`src/rtl/dac_frame_scheduler.sv`:
```
// Per-frame DAC sample scheduler: on every synchronized lrck rise it polls each
// enabled source in index order, sums the stereo samples and commits them saturated.
module dac_frame_scheduler #(
  parameter int NUM_SRC = 4,
  parameter int TIMEOUT = 255
) (
  input  logic                   clk,
  input  logic                   rst,
  input  logic                   lrck,
  input  logic [NUM_SRC-1:0]     src_en,
  output logic [NUM_SRC-1:0]     req,
  input  logic [NUM_SRC-1:0]     ack,
  input  logic [16*NUM_SRC-1:0]  src_left,
  input  logic [16*NUM_SRC-1:0]  src_right,
  output logic [15:0]            left,
  output logic [15:0]            right,
  output logic                   frame_done,
  output logic                   busy,
  output logic [NUM_SRC-1:0]     underrun,
  output logic                   overrun,
  input  logic                   underrun_clr
);

  localparam int IDX_W = $clog2(NUM_SRC);
  localparam int ACC_W = 16 + IDX_W;
  localparam int TMR_W = (TIMEOUT < 1) ? 1 : $clog2(TIMEOUT + 1);
  localparam logic [IDX_W-1:0]        LAST_IDX = IDX_W'(NUM_SRC - 1);
  localparam logic [TMR_W-1:0]        TMR_MAX  = TMR_W'(TIMEOUT);
  localparam logic signed [ACC_W-1:0] SAT_MAX  = ACC_W'(32'sd32767);
  localparam logic signed [ACC_W-1:0] SAT_MIN  = ACC_W'(-32'sd32768);
  localparam logic [NUM_SRC-1:0]      ONE_HOT0 = {{(NUM_SRC-1){1'b0}}, 1'b1};

  typedef enum logic [2:0] {
    S_IDLE   = 3'd0,
    S_GRANT  = 3'd1,
    S_WAIT   = 3'd2,
    S_NEXT   = 3'd3,
    S_COMMIT = 3'd4
  } state_t;

  state_t r_state;
  state_t w_state_nxt;

  logic                     r_lrck_meta;
  logic                     r_lrck_sync;
  logic                     r_lrck_hist;
  logic [IDX_W-1:0]         r_idx;
  logic [TMR_W-1:0]         r_timer;
  logic signed [ACC_W-1:0]  r_acc_l;
  logic signed [ACC_W-1:0]  r_acc_r;
  logic [NUM_SRC-1:0]       r_req;
  logic [15:0]              r_left;
  logic [15:0]              r_right;
  logic                     r_frame_done;
  logic                     r_busy;
  logic [NUM_SRC-1:0]       r_underrun;
  logic                     r_overrun;

  logic                     w_tick;
  logic                     w_start;
  logic                     w_grant;
  logic                     w_ack;
  logic                     w_timeout;
  logic                     w_tmr_inc;
  logic                     w_adv;
  logic                     w_commit;
  logic [15:0]              w_smp_l;
  logic [15:0]              w_smp_r;
  logic signed [ACC_W-1:0]  w_ext_l;
  logic signed [ACC_W-1:0]  w_ext_r;
  logic [NUM_SRC-1:0]       w_sel;

  function automatic logic [15:0] sat16(input logic signed [ACC_W-1:0] a);
    logic [15:0] res;
    if (a > SAT_MAX) begin
      res = 16'h7FFF;
    end else if (a < SAT_MIN) begin
      res = 16'h8000;
    end else begin
      res = a[15:0];
    end
    return res;
  endfunction

  assign w_tick  = r_lrck_sync & ~r_lrck_hist;
  assign w_sel   = ONE_HOT0 << r_idx;
  assign w_smp_l = src_left[{r_idx, 4'b0000} +: 16];
  assign w_smp_r = src_right[{r_idx, 4'b0000} +: 16];
  assign w_ext_l = {{IDX_W{w_smp_l[15]}}, w_smp_l};
  assign w_ext_r = {{IDX_W{w_smp_r[15]}}, w_smp_r};

  always_ff @(posedge clk) begin
    if (rst) begin
      r_lrck_meta <= 1'b0;
      r_lrck_sync <= 1'b0;
      r_lrck_hist <= 1'b0;
    end else begin
      r_lrck_meta <= lrck;
      r_lrck_sync <= r_lrck_meta;
      r_lrck_hist <= r_lrck_sync;
    end
  end

  always_ff @(posedge clk) begin
    if (rst) begin
      r_state <= S_IDLE;
    end else begin
      r_state <= w_state_nxt;
    end
  end

  always_comb begin
    w_state_nxt = r_state;
    case (r_state)
      S_IDLE:   w_state_nxt = w_tick ? S_GRANT : S_IDLE;
      S_GRANT:  w_state_nxt = src_en[r_idx] ? S_WAIT : S_NEXT;
      S_WAIT:   w_state_nxt = (ack[r_idx] || (r_timer == TMR_MAX)) ? S_NEXT : S_WAIT;
      S_NEXT:   w_state_nxt = (r_idx == LAST_IDX) ? S_COMMIT : S_GRANT;
      S_COMMIT: w_state_nxt = S_IDLE;
      default:  w_state_nxt = S_IDLE;
    endcase
  end

  // An ack arriving on the timeout cycle still counts; the timeout only fires without it.
  always_comb begin
    w_start   = 1'b0;
    w_grant   = 1'b0;
    w_ack     = 1'b0;
    w_timeout = 1'b0;
    w_tmr_inc = 1'b0;
    w_adv     = 1'b0;
    w_commit  = 1'b0;
    case (r_state)
      S_IDLE:   w_start = w_tick;
      S_GRANT:  w_grant = src_en[r_idx];
      S_WAIT: begin
        w_ack     = ack[r_idx];
        w_timeout = ~ack[r_idx] & (r_timer == TMR_MAX);
        w_tmr_inc = ~ack[r_idx] & (r_timer != TMR_MAX);
      end
      S_NEXT:   w_adv    = (r_idx != LAST_IDX);
      S_COMMIT: w_commit = 1'b1;
      default: begin
        w_start  = 1'b0;
        w_commit = 1'b0;
      end
    endcase
  end

  always_ff @(posedge clk) begin
    if (rst) begin
      r_idx   <= {IDX_W{1'b0}};
      r_timer <= {TMR_W{1'b0}};
      r_acc_l <= {ACC_W{1'b0}};
      r_acc_r <= {ACC_W{1'b0}};
      r_req   <= {NUM_SRC{1'b0}};
    end else begin
      if (w_start) begin
        r_idx   <= {IDX_W{1'b0}};
        r_acc_l <= {ACC_W{1'b0}};
        r_acc_r <= {ACC_W{1'b0}};
      end else if (w_adv) begin
        r_idx <= r_idx + IDX_W'(1);
      end else if (w_ack) begin
        r_acc_l <= r_acc_l + w_ext_l;
        r_acc_r <= r_acc_r + w_ext_r;
      end
      if (w_grant) begin
        r_timer <= {TMR_W{1'b0}};
        r_req   <= w_sel;
      end else begin
        if (w_tmr_inc) begin
          r_timer <= r_timer + TMR_W'(1);
        end
        if (w_ack || w_timeout) begin
          r_req <= {NUM_SRC{1'b0}};
        end
      end
    end
  end

  // Sticky flags: a set in the same cycle as underrun_clr wins over the clear.
  always_ff @(posedge clk) begin
    if (rst) begin
      r_left       <= 16'h0000;
      r_right      <= 16'h0000;
      r_frame_done <= 1'b0;
      r_busy       <= 1'b0;
      r_underrun   <= {NUM_SRC{1'b0}};
      r_overrun    <= 1'b0;
    end else begin
      if (w_commit) begin
        r_left  <= sat16(r_acc_l);
        r_right <= sat16(r_acc_r);
      end
      r_frame_done <= w_commit;
      r_busy       <= (w_state_nxt != S_IDLE);
      r_underrun   <= (underrun_clr ? {NUM_SRC{1'b0}} : r_underrun)
                    | (w_timeout ? w_sel : {NUM_SRC{1'b0}});
      r_overrun    <= (underrun_clr ? 1'b0 : r_overrun)
                    | (w_tick & (r_state != S_IDLE));
    end
  end

  assign req        = r_req;
  assign left       = r_left;
  assign right      = r_right;
  assign frame_done = r_frame_done;
  assign busy       = r_busy;
  assign underrun   = r_underrun;
  assign overrun    = r_overrun;

endmodule
```
`config.mk`:
```
export PLATFORM = sky130hd
export DESIGN_NAME = dac_frame_scheduler
export DESIGN_NICKNAME = d
export VERILOG_FILES = /design/src/rtl/dac_frame_scheduler.sv
export SDC_FILE = /design/constraint.sdc
export NUM_CORES = 1
export LEC_CHECK = 0
export CAP_MARGIN = 20
export CORE_AREA = 2 2 125 127
export DETAILED_ROUTE_END_ITERATION = 10
export DIE_AREA = 0 0 127 129
export PLACE_DENSITY = 0.8
export SLEW_MARGIN = 20
export SYNTH_ARGS = -nofsm -noshare
export SYNTH_HDL_FRONTEND = slang
export SYNTH_SLANG_ARGS = --single-unit
export TNS_END_PERCENT = 50
```
`constraint.sdc`:
```
create_clock -name clk -period 6.74 [get_ports clk]
set_input_delay 1.685 -clock clk [delete_from_list [all_inputs] [get_ports clk]]
set_output_delay 1.685 -clock clk [all_outputs]
set_load 0.02 [all_outputs]
```
==> qor.txt, run 1 <==
FLOORPLANNING
-----------------------------------------------------------------------------------------------
Number of placed I/O pins                                                                   183
Placement row count                                                                          45
Chip Width                                                                               127 um
Std-Cell Core Area                                                                  15,000 um^2
Initial Utilization                                                                       0.407
Total Die Area                                                                      16,400 um^2
Die boundary height                                                                      129 um

FINISH
-----------------------------------------------------------------------------------------------
Number of non-filler instances in the completed layout                                    1,054
Antenna diode instance count                                                                  0
Layout cells sized above 1                                                               0.0739
Final instance area                                                                   8280 um^2
Final layout net count                                                                    1,044
Area Growth Syn to Fin                                                                    35.8%
Layout fillers                                                                            1,389

SETUP PATH
-----------------------------------------------------------------------------------------------
Worst Path Required                                                                     6.98 ns
CP top delay family                                                                compound AO/OA/AOI/OAI gates
Nature of the critical path startpoint                                                input pin
Path type of the worst setup path                                                  input pin to flip-flop
Critical Path Most Common Cell                                                     sky130_fd_sc_hd__a21o_1
Capturing element type of the critical path                                           flip-flop
Count of buffering cells on the critical path with inverters included                         1
Worst-path cell with the longest stage delay                                       sky130_fd_sc_hd__mux4_2
Maximum fanout along the worst path                                                           4
CP cell instances                                                                  clkdlybuf4s50_1, mux4_2, ha_1, fa_1, a21o_1, a21o_1, a2111oi_4, o31ai_1, a311oi_1, or4_1, nand3_1
Slowest stage delay, CP                                                                 0.48 ns
Critical path arrival                                                                   4.79 ns

GRT
-----------------------------------------------------------------------------------------------
Global routing usage summed across all routing layers                                     0.210
Number of antenna violations at the first check in global routing                             0
Wire length of the first global-routing pass                                          27,500 um
Overall overflow remaining after global route                                                 0
Maximum number of pins on one net before global-route repair                                 53
Number of global-route vias before repair                                                 5,608

CTS
-----------------------------------------------------------------------------------------------
Clock tree from TritonCTS                                                                  done
Count of cells resized by post-cts repair                                                     0
CTS H-Tree Depth                                                                              3
Number of sinks handled by clock tree synthesis                                              95
Root buffer selected by CTS                                                        sky130_fd_sc_hd__clkbuf_16
Post-CTS Hold Buffers                                                                         0
Worst skew pair latency                                                                 0.35 ns
Maximum buffer depth of the clock tree                                                        2
Num CTS Buffers                                                                               9
Clock input transition at the sequential cells of the worst setup and hold paths        0.07 ns
Number of buffers inserted to repair setup after CTS                                          0

SYNTHESIS
-----------------------------------------------------------------------------------------------
Total nets after synthesis                                                                  889
Top-area cell type share of the netlist area                                              0.312
Ranking of synthesized cells by area                                               sky130_fd_sc_hd__dfxtp_1 31%, sky130_fd_sc_hd__mux4_2 11%, sky130_fd_sc_hd__ha_1 8.0%
Synthesized area                                                                      6090 um^2
Netlist cell types                                                                           57
Yosys reg bits                                                                               95
Top post-synthesis cells by count                                                  95 x sky130_fd_sc_hd__dfxtp_1, 95 x sky130_fd_sc_hd__nand2_1, 90 x sky130_fd_sc_hd__a21oi_1, 58 x sky130_fd_sc_hd__o21ai_0, 47 x sky130_fd_sc_hd__nor2_1
Mean instance size in the synthesized netlist                                         8.61 um^2
Most instantiated flip-flop cell in the synthesis netlist                          sky130_fd_sc_hd__dfxtp_1
Number of enable-type register cells in the synthesized netlist                               0
Post-Synthesis Cells                                                                        708
Register area share after synthesis                                                       0.312
Count of warnings emitted by yosys                                                            0
Area leader, netlist                                                               sky130_fd_sc_hd__dfxtp_1
Post-synthesis async set-or-reset flop share                                                  0

DRT
-----------------------------------------------------------------------------------------------
Number of DRC violations after detailed routing                                               0
Via count normalized by instance count                                                     5.52
Routed WL per cell                                                                      16.1 um
First-pass iteration count of the detailed router                                             6
Detailed router's first-iteration violation count                                           412
Routed WL                                                                             16,900 um
Via count of the routed design                                                            5,816
Routed Antenna Nets                                                                           0

JOB
-----------------------------------------------------------------------------------------------
Max-cap violation count                                                                       0

HOLD PATH
-----------------------------------------------------------------------------------------------
Hold crit path type                                                                flip-flop to flip-flop

STA
-----------------------------------------------------------------------------------------------
Hold Violations, Final                                                                        0
Final count of pins violating max slew                                                        0
Setup WS post-layout                                                                    2.19 ns
Part of the cycle the worst path needs                                                    0.675
Setup TNS                                                                                  0 ns
Tightest Pin Transition                                                                 1.06 ns
Max-Slew Margin vs Limit                                                                  0.290
Final period demand of the worst path                                                   4.55 ns
RSZ-0062 raised after global routing                                                         no
Upper clock frequency limit                                                             220 MHz
Clk_skew                                                                             0.00609 ns
Final setup fails                                                                             0

POWER AND IR DROP
-----------------------------------------------------------------------------------------------
Maximum vdd ir drop                                                                    0.136 mV
Switching power of the nets                                                              345 uW
Relative contribution of sequential cells to total power                                  0.447
Total power of the final layout                                                         1300 uW
Part of the total power dissipated in combinational logic                                 0.191
Leakage power summed over all cells                                                  0.00308 uW
Switching fraction of total power                                                         0.265
Cell internal pwr                                                                        958 uW
Power per Cell Area                                                                 157 nW/um^2
Clock power share                                                                         0.362

PLACE
-----------------------------------------------------------------------------------------------
Number of cells in the design after placement                                             1,040
Placement Setup Slack                                                                   1.87 ns
Number of buffers added on ports                                                            182
Final Wtd Congestion                                                                      0.929
HPWL after detailed placement                                                         12,700 um
Placed instance area                                                                  8020 um^2

STATUS
-----------------------------------------------------------------------------------------------
Status                                                                             finished clean

## metrics by stage
step,util,hold WS (ns)
6_report,0.553,0.450
5_1_grt,0.553,0.473
4_1_cts,0.553,0.452
3_5_place_dp,0.535,0.434
3_3_place_gp,0.535,0.432
2_1_floorplan,-,0.414
## registers in the layout, indices dropped and copies added (netlist names)
signal       count
overrun          1
frame_done       1
r_timer          8
left            16
r_state          3
r_lrck_sync      1
r_idx            2
r_acc_l         18
busy             1
req              4
underrun         4
r_lrck_meta      1
r_lrck_hist      1
right           16
r_acc_r         18
## final cells by class
cell class,count,area (um^2),share of cell area
clock inverter,5,37.5,0.00453
tap,188,235,0.0284
sequential,95,1900,0.230
clock buffer,9,225,0.0272
inverter,12,45.0,0.00544
timing repair buffer,189,1870,0.226
multi-input combinational,556,3960,0.479
## power by group through the flow
stage | logic (uW) | clock network [uW] | registers [uW]
3_3_place_gp | 243 | 0 | 595
4_1_cts | 249 | 481 | 583
3_5_place_dp | 248 | 0 | 596
5_1_grt | 273 | 504 | 584
2_1_floorplan | 137 | 0 | 591
6_report | 249 | 471 | 583
## placed cells by master, fill, tap and decap left out, types with 7 or more instances in the layout
| cell type | instances |
|---|---|
| sky130_fd_sc_hd__a21o_1 | 19 |
| sky130_fd_sc_hd__a21oi_1 | 89 |
| sky130_fd_sc_hd__buf_4 | 7 |
| sky130_fd_sc_hd__clkbuf_16 | 9 |
| sky130_fd_sc_hd__clkdlybuf4s50_1 | 181 |
| sky130_fd_sc_hd__dfxtp_1 | 93 |
| sky130_fd_sc_hd__ha_1 | 39 |
| sky130_fd_sc_hd__inv_1 | 12 |
| sky130_fd_sc_hd__mux2i_1 | 7 |
| sky130_fd_sc_hd__mux4_2 | 31 |
| sky130_fd_sc_hd__nand2_1 | 95 |
| sky130_fd_sc_hd__nand2b_1 | 7 |
| sky130_fd_sc_hd__nand3_1 | 27 |
| sky130_fd_sc_hd__nand4_1 | 13 |
| sky130_fd_sc_hd__nor2_1 | 47 |
| sky130_fd_sc_hd__nor2b_1 | 13 |
| sky130_fd_sc_hd__nor3_1 | 13 |
| sky130_fd_sc_hd__o21a_1 | 8 |
| sky130_fd_sc_hd__o21ai_0 | 58 |
| sky130_fd_sc_hd__xnor2_1 | 16 |
| sky130_fd_sc_hd__xor2_1 | 10 |
## path summary, 6_finish.rpt
kind / from / to / slack (ns) / cells past startpoint
worst max register to register: r_idx[0] / r_acc_r[17] / 2.87 / 10
worst max-delay path: src_right[48] / r_acc_r[16] / 2.19 / 11
worst min register to register: right[8] / right[8] / 0.45 / 2
worst min-delay path: right[8] / right[8] / 0.45 / 2
## layer usage
metal  vias to the layer above  wire, um  GRT usage  part of all wire
met5                         -         0          0                 0
met4                         0       305     0.0627             0.018
met3                        21       929     0.0424             0.055
met2                       187      8220      0.362              0.49
met1                      2717      7470      0.267              0.44
li1                       2891         -          -                 -
## worst register-to-register path, stage by stage, from the launching register on
cell,delay (ns)
sky130_fd_sc_hd__dfxtp_2,0.77
sky130_fd_sc_hd__buf_4,0.45
sky130_fd_sc_hd__mux4_2,0.58
sky130_fd_sc_hd__ha_1,0.34
sky130_fd_sc_hd__a21o_1,0.18
sky130_fd_sc_hd__a21oi_1,0.17
sky130_fd_sc_hd__a21boi_0,0.21
sky130_fd_sc_hd__o311ai_0,0.59
sky130_fd_sc_hd__a211oi_1,0.15
sky130_fd_sc_hd__nor2_1,0.15
sky130_fd_sc_hd__mux2i_1,0.19
## kinds of logic after synthesis
| family | after synthesis | synth area share |
|---|---|---|
| xor+xnor | 26 | 0.0374 |
| buf+inv | 57 | 0.0386 |
| flops | 95 | 0.312 |
| compound gates | 206 | 0.197 |
| simple gates | 241 | 0.188 |
| mux | 42 | 0.141 |
| fa+ha+maj | 41 | 0.0866 |
Note: power is estimated with default switching activity, not from simulation.
==> inputs of run 2 (changes only) <==
PLACE_DENSITY = 0.82   (was 0.8)
clock period = 4.1 ns   (was 6.74 ns; I/O delays follow)
==> run 2 against run 1 <==
  * Utilization is 1.3 points higher
  * Die area unchanged
  * Total power is 85% higher
  * Setup slack lost 1.9 ns
  * Clock power grew 120%
  * Sequential cell count unchanged
  * Register-to-register slack got worse by 2.3 ns
  * Sequential power up 64%
  * Final cell count grew 1.0%
  * Critical endpoint unchanged
==> qor.txt, run 2 (synthesis results as in run 1) <==
CTS
-----------------------------------------------------------------------------------------------
Root buffer selected by CTS                                                        sky130_fd_sc_hd__clkbuf_16
Number of sinks handled by clock tree synthesis                                              95   unchanged
Count of cells resized by post-cts repair                                                     0   unchanged
Number of buffers inserted to repair setup after CTS                                          0   unchanged
Num CTS Buffers                                                                               9   unchanged
Worst skew pair latency                                                                 0.34 ns   about the same
CTS H-Tree Depth                                                                              3   unchanged
Clock tree from TritonCTS                                                                  done
Post-CTS Hold Buffers                                                                         0   unchanged
Maximum buffer depth of the clock tree                                                        2   unchanged
Clock input transition at the sequential cells of the worst setup and hold paths        0.07 ns   about the same

POWER AND IR DROP
-----------------------------------------------------------------------------------------------
Cell internal pwr                                                                       1850 uW   +93%
Power per Cell Area                                                                 285 nW/um^2   +81%
Clock power share                                                                         0.433   +0.071
Relative contribution of sequential cells to total power                                  0.397   -0.050
Switching fraction of total power                                                         0.234   -0.0314
Leakage power summed over all cells                                                  0.00319 uW   +3.5%
Part of the total power dissipated in combinational logic                                 0.170   -0.021
Switching power of the nets                                                              565 uW   +64%
Maximum vdd ir drop                                                                    0.218 mV   +60%

DRT
-----------------------------------------------------------------------------------------------
Number of DRC violations after detailed routing                                               0   unchanged
Detailed router's first-iteration violation count                                           475   +15%
Routed WL                                                                             16,600 um   -1.9%
Via count normalized by instance count                                                     5.46   -1.1%
Via count of the routed design                                                            5,814   -0.034%
First-pass iteration count of the detailed router                                             7   +1
Routed WL per cell                                                                      15.6 um   -2.9%
Routed Antenna Nets                                                                           0   unchanged

STA
-----------------------------------------------------------------------------------------------
Final period demand of the worst path                                                   3.77 ns
Part of the cycle the worst path needs                                                    0.918
Hold Violations, Final                                                                        0   unchanged
Hold slack final                                                                       0.450 ns   +0.000392 ns
Final setup fails                                                                             0   unchanged
Final count of pins violating max slew                                                        0   unchanged
Max-Slew Margin vs Limit                                                                  0.398   +0.107
Tightest Pin Transition                                                                0.904 ns   -0.161 ns
RSZ-0062 raised after global routing                                                         no
Clk_skew                                                                             0.00561 ns   -0.000481 ns
Setup TNS                                                                                  0 ns   unchanged
Upper clock frequency limit                                                             266 MHz

FLOORPLANNING
-----------------------------------------------------------------------------------------------
Chip Width                                                                               127 um   unchanged
Total Die Area                                                                      16,400 um^2   unchanged
Number of placed I/O pins                                                                   183   unchanged
Initial Utilization                                                                       0.407   unchanged
Placement row count                                                                          45   unchanged
Die boundary height                                                                      129 um   unchanged
Std-Cell Core Area                                                                  15,000 um^2   unchanged

SETUP PATH
-----------------------------------------------------------------------------------------------
Path type of the worst setup path                                                  input pin to flip-flop
Worst Path Required                                                                     4.33 ns   -2.65 ns
Critical path arrival                                                                   4.00 ns   -0.79 ns
Nature of the critical path startpoint                                                input pin
Maximum fanout along the worst path                                                           4   unchanged
Capturing element type of the critical path                                           flip-flop

FINISH
-----------------------------------------------------------------------------------------------
Number of non-filler instances in the completed layout                                    1,065   +1.0%
Leading cell type in the layout, fill and taps excluded                            sky130_fd_sc_hd__clkdlybuf4s50_1
Final layout net count                                                                    1,053   +0.86%
Layout fillers                                                                            1,319   -5.0%
Most frequent cells in the layout                                                  181 x sky130_fd_sc_hd__clkdlybuf4s50_1, 95 x sky130_fd_sc_hd__nand2_1, 93 x sky130_fd_sc_hd__dfxtp_1
Area Growth Syn to Fin                                                                    39.0%
Utilization after layout                                                                  0.565   +0.0128
Largest registers                                                                  r_acc_l: 18 flops, r_acc_r: 18 flops
Layout cells sized above 1                                                               0.0855   +0.0116
Antenna diode instance count                                                                  0   unchanged

PLACE
-----------------------------------------------------------------------------------------------
Final Wtd Congestion                                                                      0.928   about the same
Number of cells in the design after placement                                             1,049   +0.87%
Number of buffers added on ports                                                            182   unchanged
HPWL after detailed placement                                                         13,000 um   +2.3%

GRT
-----------------------------------------------------------------------------------------------
Overall overflow remaining after global route                                                 0   unchanged
Number of antenna violations at the first check in global routing                             0   unchanged
Global routing usage summed across all routing layers                                     0.205   -0.00528
Wire length of the first global-routing pass                                          27,100 um   -1.5%
Maximum number of pins on one net before global-route repair                                 48   -9.4%
Number of global-route vias before repair                                                 5,648   +0.71%

JOB
-----------------------------------------------------------------------------------------------
Max-cap violation count                                                                       0   unchanged

STATUS
-----------------------------------------------------------------------------------------------
Status                                                                             finished clean

HOLD PATH
-----------------------------------------------------------------------------------------------
Hold crit path type                                                                flip-flop to flip-flop

## run 2: changes by cell type in the layout (fill, tap and decap cells not counted), sizes merged
cell      change
clkinvlp      -2
clkbuf        +1
bufinv        +4
clkinv        -2
buf           +9
inv           +1
## run 2: final timing paths
kind | start | end | slack [ns] | cells past startpoint
hold / removal | right[6] | right[6] | 0.45 | 2
hold reg to reg | right[6] | right[6] | 0.45 | 2
setup reg to reg | r_idx[0] | r_acc_l[12] | 0.61 | 12
setup / recovery | src_right[48] | r_acc_r[16] | 0.33 | 11
## run 2: per-stage QoR
step / power [uW] / setup WS [ns] / area, um^2
detailed placement: 1390 / -0.0146 / 8080
floorplan: 1200 / 0.528 / 6090
global route: 2510 / 0.113 / 8470
global placement: 1380 / 0.0264 / 8080
finish: 2420 / 0.335 / 8470
CTS: 2430 / 0.332 / 8460
## run 2: area by class of cell
| class | instances | area (um^2) | share of cell area |
|---|---|---|---|
| sequential | 95 | 1900 | 0.225 |
| clock inverter | 6 | 140 | 0.0165 |
| inverter | 12 | 45.0 | 0.00532 |
| timing repair buffer | 198 | 1940 | 0.229 |
| multi-input combinational | 556 | 3970 | 0.469 |
| tap | 188 | 235 | 0.0278 |
| clock buffer | 10 | 239 | 0.0282 |
## run 2: critical path, cell delays in order
cell	delay, ns
sky130_fd_sc_hd__clkdlybuf4s50_1	0.39
sky130_fd_sc_hd__mux4_2	0.46
sky130_fd_sc_hd__ha_1	0.22
sky130_fd_sc_hd__fa_1	0.41
sky130_fd_sc_hd__a21o_1	0.17
sky130_fd_sc_hd__a21o_1	0.23
sky130_fd_sc_hd__a2111oi_4	0.40
sky130_fd_sc_hd__o31ai_1	0.15
sky130_fd_sc_hd__a311oi_1	0.32
sky130_fd_sc_hd__or4_1	0.15
sky130_fd_sc_hd__nand3_1	0.06
## run 2: per-layer routing
metal | track usage | vias to the layer above | share of wire | routed length (um)
met2 | 0.342 | 173 | 0.48 | 8000
met1 | 0.272 | 2704 | 0.45 | 7430
met5 | 0 | - | 0 | 0
li1 | - | 2912 | - | -
met4 | 0.0672 | 0 | 0.020 | 330
met3 | 0.0328 | 25 | 0.050 | 833
## run 2: power by group through the flow
stage	Combinational, uW	Sequential [uW]	Clock [uW]
3_3_place_gp	402	979	0
4_1_cts	410	959	1060
6_report	411	959	1050
3_5_place_dp	409	980	0
2_1_floorplan	226	972	0
5_1_grt	452	961	1100
==> inputs of run 3 (changes only) <==
CELL_PAD_IN_SITES_DETAIL_PLACEMENT = 1   (was unset)
CELL_PAD_IN_SITES_GLOBAL_PLACEMENT = 1   (was unset)
CORE_AREA = 2 2 142 144   (was 2 2 125 127)
DIE_AREA = 0 0 144 146   (was 0 0 127 129)
PLACE_DENSITY = 0.86   (was 0.82)
==> run 3 against run 2 <==
  * Sequential share of layout area shrank 0.13 points
  * Sequential cell count unchanged
  * First-iteration DRC count down 42%
  * Wire length is 22% higher
  * Clock power shrank 17%
  * Count of clock-buffer cells in the layout unchanged
  * Via count up 3.6%
  * Critical path depth is the same
  * Highest routed layer unchanged
  * Die area increased by 28%
  * Largest cell class unchanged
  * Sequential power about the same
  * Non-clock buffer count rose by 3
==> qor.txt, run 3 (synthesis results as in run 1) <==
SETUP PATH
-----------------------------------------------------------------------------------------------
Nature of the critical path startpoint                                                input pin
R2r startpoint                                                                         r_idx[0]
Path type of the worst setup path                                                  input pin to flip-flop
FF-to-FF path depth                                                                          12   unchanged
Capturing element type of the critical path                                           flip-flop
Worst flop-to-flop path endpoint                                                    r_acc_l[12]
Number of cells on the critical path                                                         11   unchanged
Critical path arrival                                                                   4.05 ns   +0.05 ns
Maximum fanout along the worst path                                                           4   unchanged
Critical Path Most Common Cell                                                     sky130_fd_sc_hd__a21o_1
Worst Path Required                                                                     4.34 ns   about the same
CP top delay family                                                                compound AO/OA/AOI/OAI gates
Register-to-register path setup slack                                                   0.71 ns   +0.10 ns
Count of buffering cells on the critical path with inverters included                         1   unchanged
Slowest stage delay, CP                                                                 0.47 ns   about the same
CP cell instances                                                                  clkdlybuf4s50_1, mux4_2, ha_1, fa_1, a21o_1, a21o_1, a2111oi_4, o31ai_1, a311oi_1, or4_1, nand3_1
Worst-path cell with the longest stage delay                                       sky130_fd_sc_hd__mux4_2

GRT
-----------------------------------------------------------------------------------------------
Global routing usage summed across all routing layers                                     0.195   -0.00909
Maximum number of pins on one net before global-route repair                                 32   -33%
Wire length of the first global-routing pass                                          32,800 um   +21%
Number of global-route vias before repair                                                 6,320   +12%
Number of antenna violations at the first check in global routing                             0   unchanged
Overall overflow remaining after global route                                                 0   unchanged

CTS
-----------------------------------------------------------------------------------------------
Number of buffers inserted to repair setup after CTS                                          0   unchanged
Worst skew pair latency                                                                 0.35 ns   about the same
Clock input transition at the sequential cells of the worst setup and hold paths        0.07 ns   about the same
Count of cells resized by post-cts repair                                                     0   unchanged
Clock tree from TritonCTS                                                                  done
CTS H-Tree Depth                                                                              3   unchanged
Num CTS Buffers                                                                               9   unchanged
Root buffer selected by CTS                                                        sky130_fd_sc_hd__clkbuf_16
Post-CTS Hold Buffers                                                                         0   unchanged
Number of sinks handled by clock tree synthesis                                              95   unchanged
Maximum buffer depth of the clock tree                                                        2   unchanged

DRT
-----------------------------------------------------------------------------------------------
First-pass iteration count of the detailed router                                             5   -2
Routed Antenna Nets                                                                           0   unchanged
Via count normalized by instance count                                                     5.26   -3.6%
Detailed router's first-iteration violation count                                           274   -42%
Routed WL                                                                             20,300 um   +22%
Number of DRC violations after detailed routing                                               0   unchanged
Routed WL per cell                                                                      17.7 um   +14%
Via count of the routed design                                                            6,025   +3.6%

FINISH
-----------------------------------------------------------------------------------------------
Antenna diode instance count                                                                  0   unchanged
Leading cell type in the layout, fill and taps excluded                            sky130_fd_sc_hd__clkdlybuf4s50_1
Layout fillers                                                                            2,198   +67%
Seq. cell area                                                                        1900 um^2   unchanged
Number of non-filler instances in the completed layout                                    1,145   +7.5%
Area of combinational cells with multiple inputs                                      3960 um^2   -0.28%
Most frequent cells in the layout                                                  181 x sky130_fd_sc_hd__clkdlybuf4s50_1, 95 x sky130_fd_sc_hd__nand2_1, 93 x sky130_fd_sc_hd__dfxtp_1
Largest registers                                                                  r_acc_l: 18 flops, r_acc_r: 18 flops
Final layout net count                                                                    1,056   +0.28%
Area Growth Syn to Fin                                                                    39.7%
Final instance area                                                                   8520 um^2   +0.56%
Layout cells sized above 1                                                               0.0875   +0.00198

HOLD PATH
-----------------------------------------------------------------------------------------------
Cell count of the worst hold path                                                             1   -1
Hold crit path type                                                                flip-flop to flip-flop
Hold Crit Endpoint                                                                  r_lrck_sync
Launch point of the worst hold path                                                 r_lrck_meta

PLACE
-----------------------------------------------------------------------------------------------
HPWL after detailed placement                                                         16,100 um   +24%
Placement Setup Slack                                                                -0.0872 ns   -0.0726 ns
Number of cells in the design after placement                                             1,129   +7.6%
Number of buffers added on ports                                                            182   unchanged
Final Wtd Congestion                                                                      0.831   -10%
Placed instance area                                                                  8210 um^2   +1.6%

STA
-----------------------------------------------------------------------------------------------
Max-Slew Margin vs Limit                                                                  0.349   -0.0488
Setup TNS                                                                                  0 ns   unchanged
Part of the cycle the worst path needs                                                    0.928   +0.0101
Tightest Pin Transition                                                                0.977 ns   +0.0732 ns
Clk_skew                                                                             0.00740 ns   +0.00179 ns
Final period demand of the worst path                                                   3.81 ns   +0.0414 ns
Hold Violations, Final                                                                        0   unchanged
Setup WS post-layout                                                                   0.294 ns   -0.0414 ns
RSZ-0062 raised after global routing                                                         no
Final count of pins violating max slew                                                        0   unchanged
Upper clock frequency limit                                                             263 MHz   -1.1%
Hold slack final                                                                       0.446 ns   -0.00404 ns
Final setup fails                                                                             0   unchanged

FLOORPLANNING
-----------------------------------------------------------------------------------------------
Number of placed I/O pins                                                                   183   unchanged
Initial Utilization                                                                       0.315   -0.0917
Placement row count                                                                          51   +13%
Std-Cell Core Area                                                                  19,300 um^2   +29%
Total Die Area                                                                      21,000 um^2   +28%
Chip Width                                                                               144 um   +13%
Die boundary height                                                                      146 um   +13%

JOB
-----------------------------------------------------------------------------------------------
Max-cap violation count                                                                       0   unchanged

POWER AND IR DROP
-----------------------------------------------------------------------------------------------
Maximum vdd ir drop                                                                    0.164 mV   -25%
Power per Cell Area                                                                 265 nW/um^2   -7.3%
Leakage power summed over all cells                                                  0.00317 uW   -0.77%

STATUS
-----------------------------------------------------------------------------------------------
Status                                                                             finished clean

[run 3: cell types whose count changed in the layout (fill, tap and decap cells not counted), sizes merged]
cell      previous run  this run
bufinv               4         1
clkinv               1         2
clkinvlp             0         2
buf                 17        20
[run 3: worst reg2reg max path, stage by stage, from the launching register on]
cell and delay (ns):
sky130_fd_sc_hd__dfxtp_2 0.57, sky130_fd_sc_hd__buf_12 0.24, sky130_fd_sc_hd__mux4_1 0.33, sky130_fd_sc_hd__ha_1 0.19, sky130_fd_sc_hd__inv_1 0.06, sky130_fd_sc_hd__fa_1 0.37, sky130_fd_sc_hd__nor2b_1 0.17, sky130_fd_sc_hd__o21ai_0 0.14
sky130_fd_sc_hd__a21boi_0 0.28, sky130_fd_sc_hd__o21a_1 0.31, sky130_fd_sc_hd__a21boi_0 0.16, sky130_fd_sc_hd__or4_1 0.41, sky130_fd_sc_hd__nand3_1 0.09
[run 3: area by class of cell]
type | instances | share of cell area
multi-input combinational | 556 | 0.465
timing repair buffer | 201 | 0.232
sequential | 95 | 0.224
tap | 265 | 0.0389
clock buffer | 10 | 0.0281
clock inverter | 6 | 0.00793
inverter | 12 | 0.00529
[run 3: metal layers]
metal / track usage / vias to the layer above / wire length [um]
li1: - / 2916 / -
met1: 0.255 / 2947 / 9130
met5: 0 / - / 0
met3: 0.0207 / 23 / 782
met2: 0.336 / 139 / 10000
met4: 0.0632 / 0 / 326
[run 3: where the power goes]
part / internal [uW] / switching, uW
Clock: 492 / 376
Sequential: 940 / 20.6
Combinational: 236 / 189
Total: 1670 / 586
[run 3: worst max-delay path by stage]
stage / startpoint / to
final: src_right[32] / r_acc_r[16]
after global routing: src_right[32] / r_acc_r[16]
after CTS: src_right[32] / r_acc_r[16]
after detailed placement: src_right[32] / r_acc_r[16]
after global placement: src_right[48] / r_acc_r[16]
after floorplan: src_right[48] / r_acc_r[16]
[run 3: through the flow]
step | total power (uW) | util
2_1_floorplan | 1200 | -
3_3_place_gp | 1390 | 0.425
3_5_place_dp | 1410 | 0.425
4_1_cts | 2270 | 0.440
5_1_grt | 2350 | 0.440
6_report | 2250 | 0.440
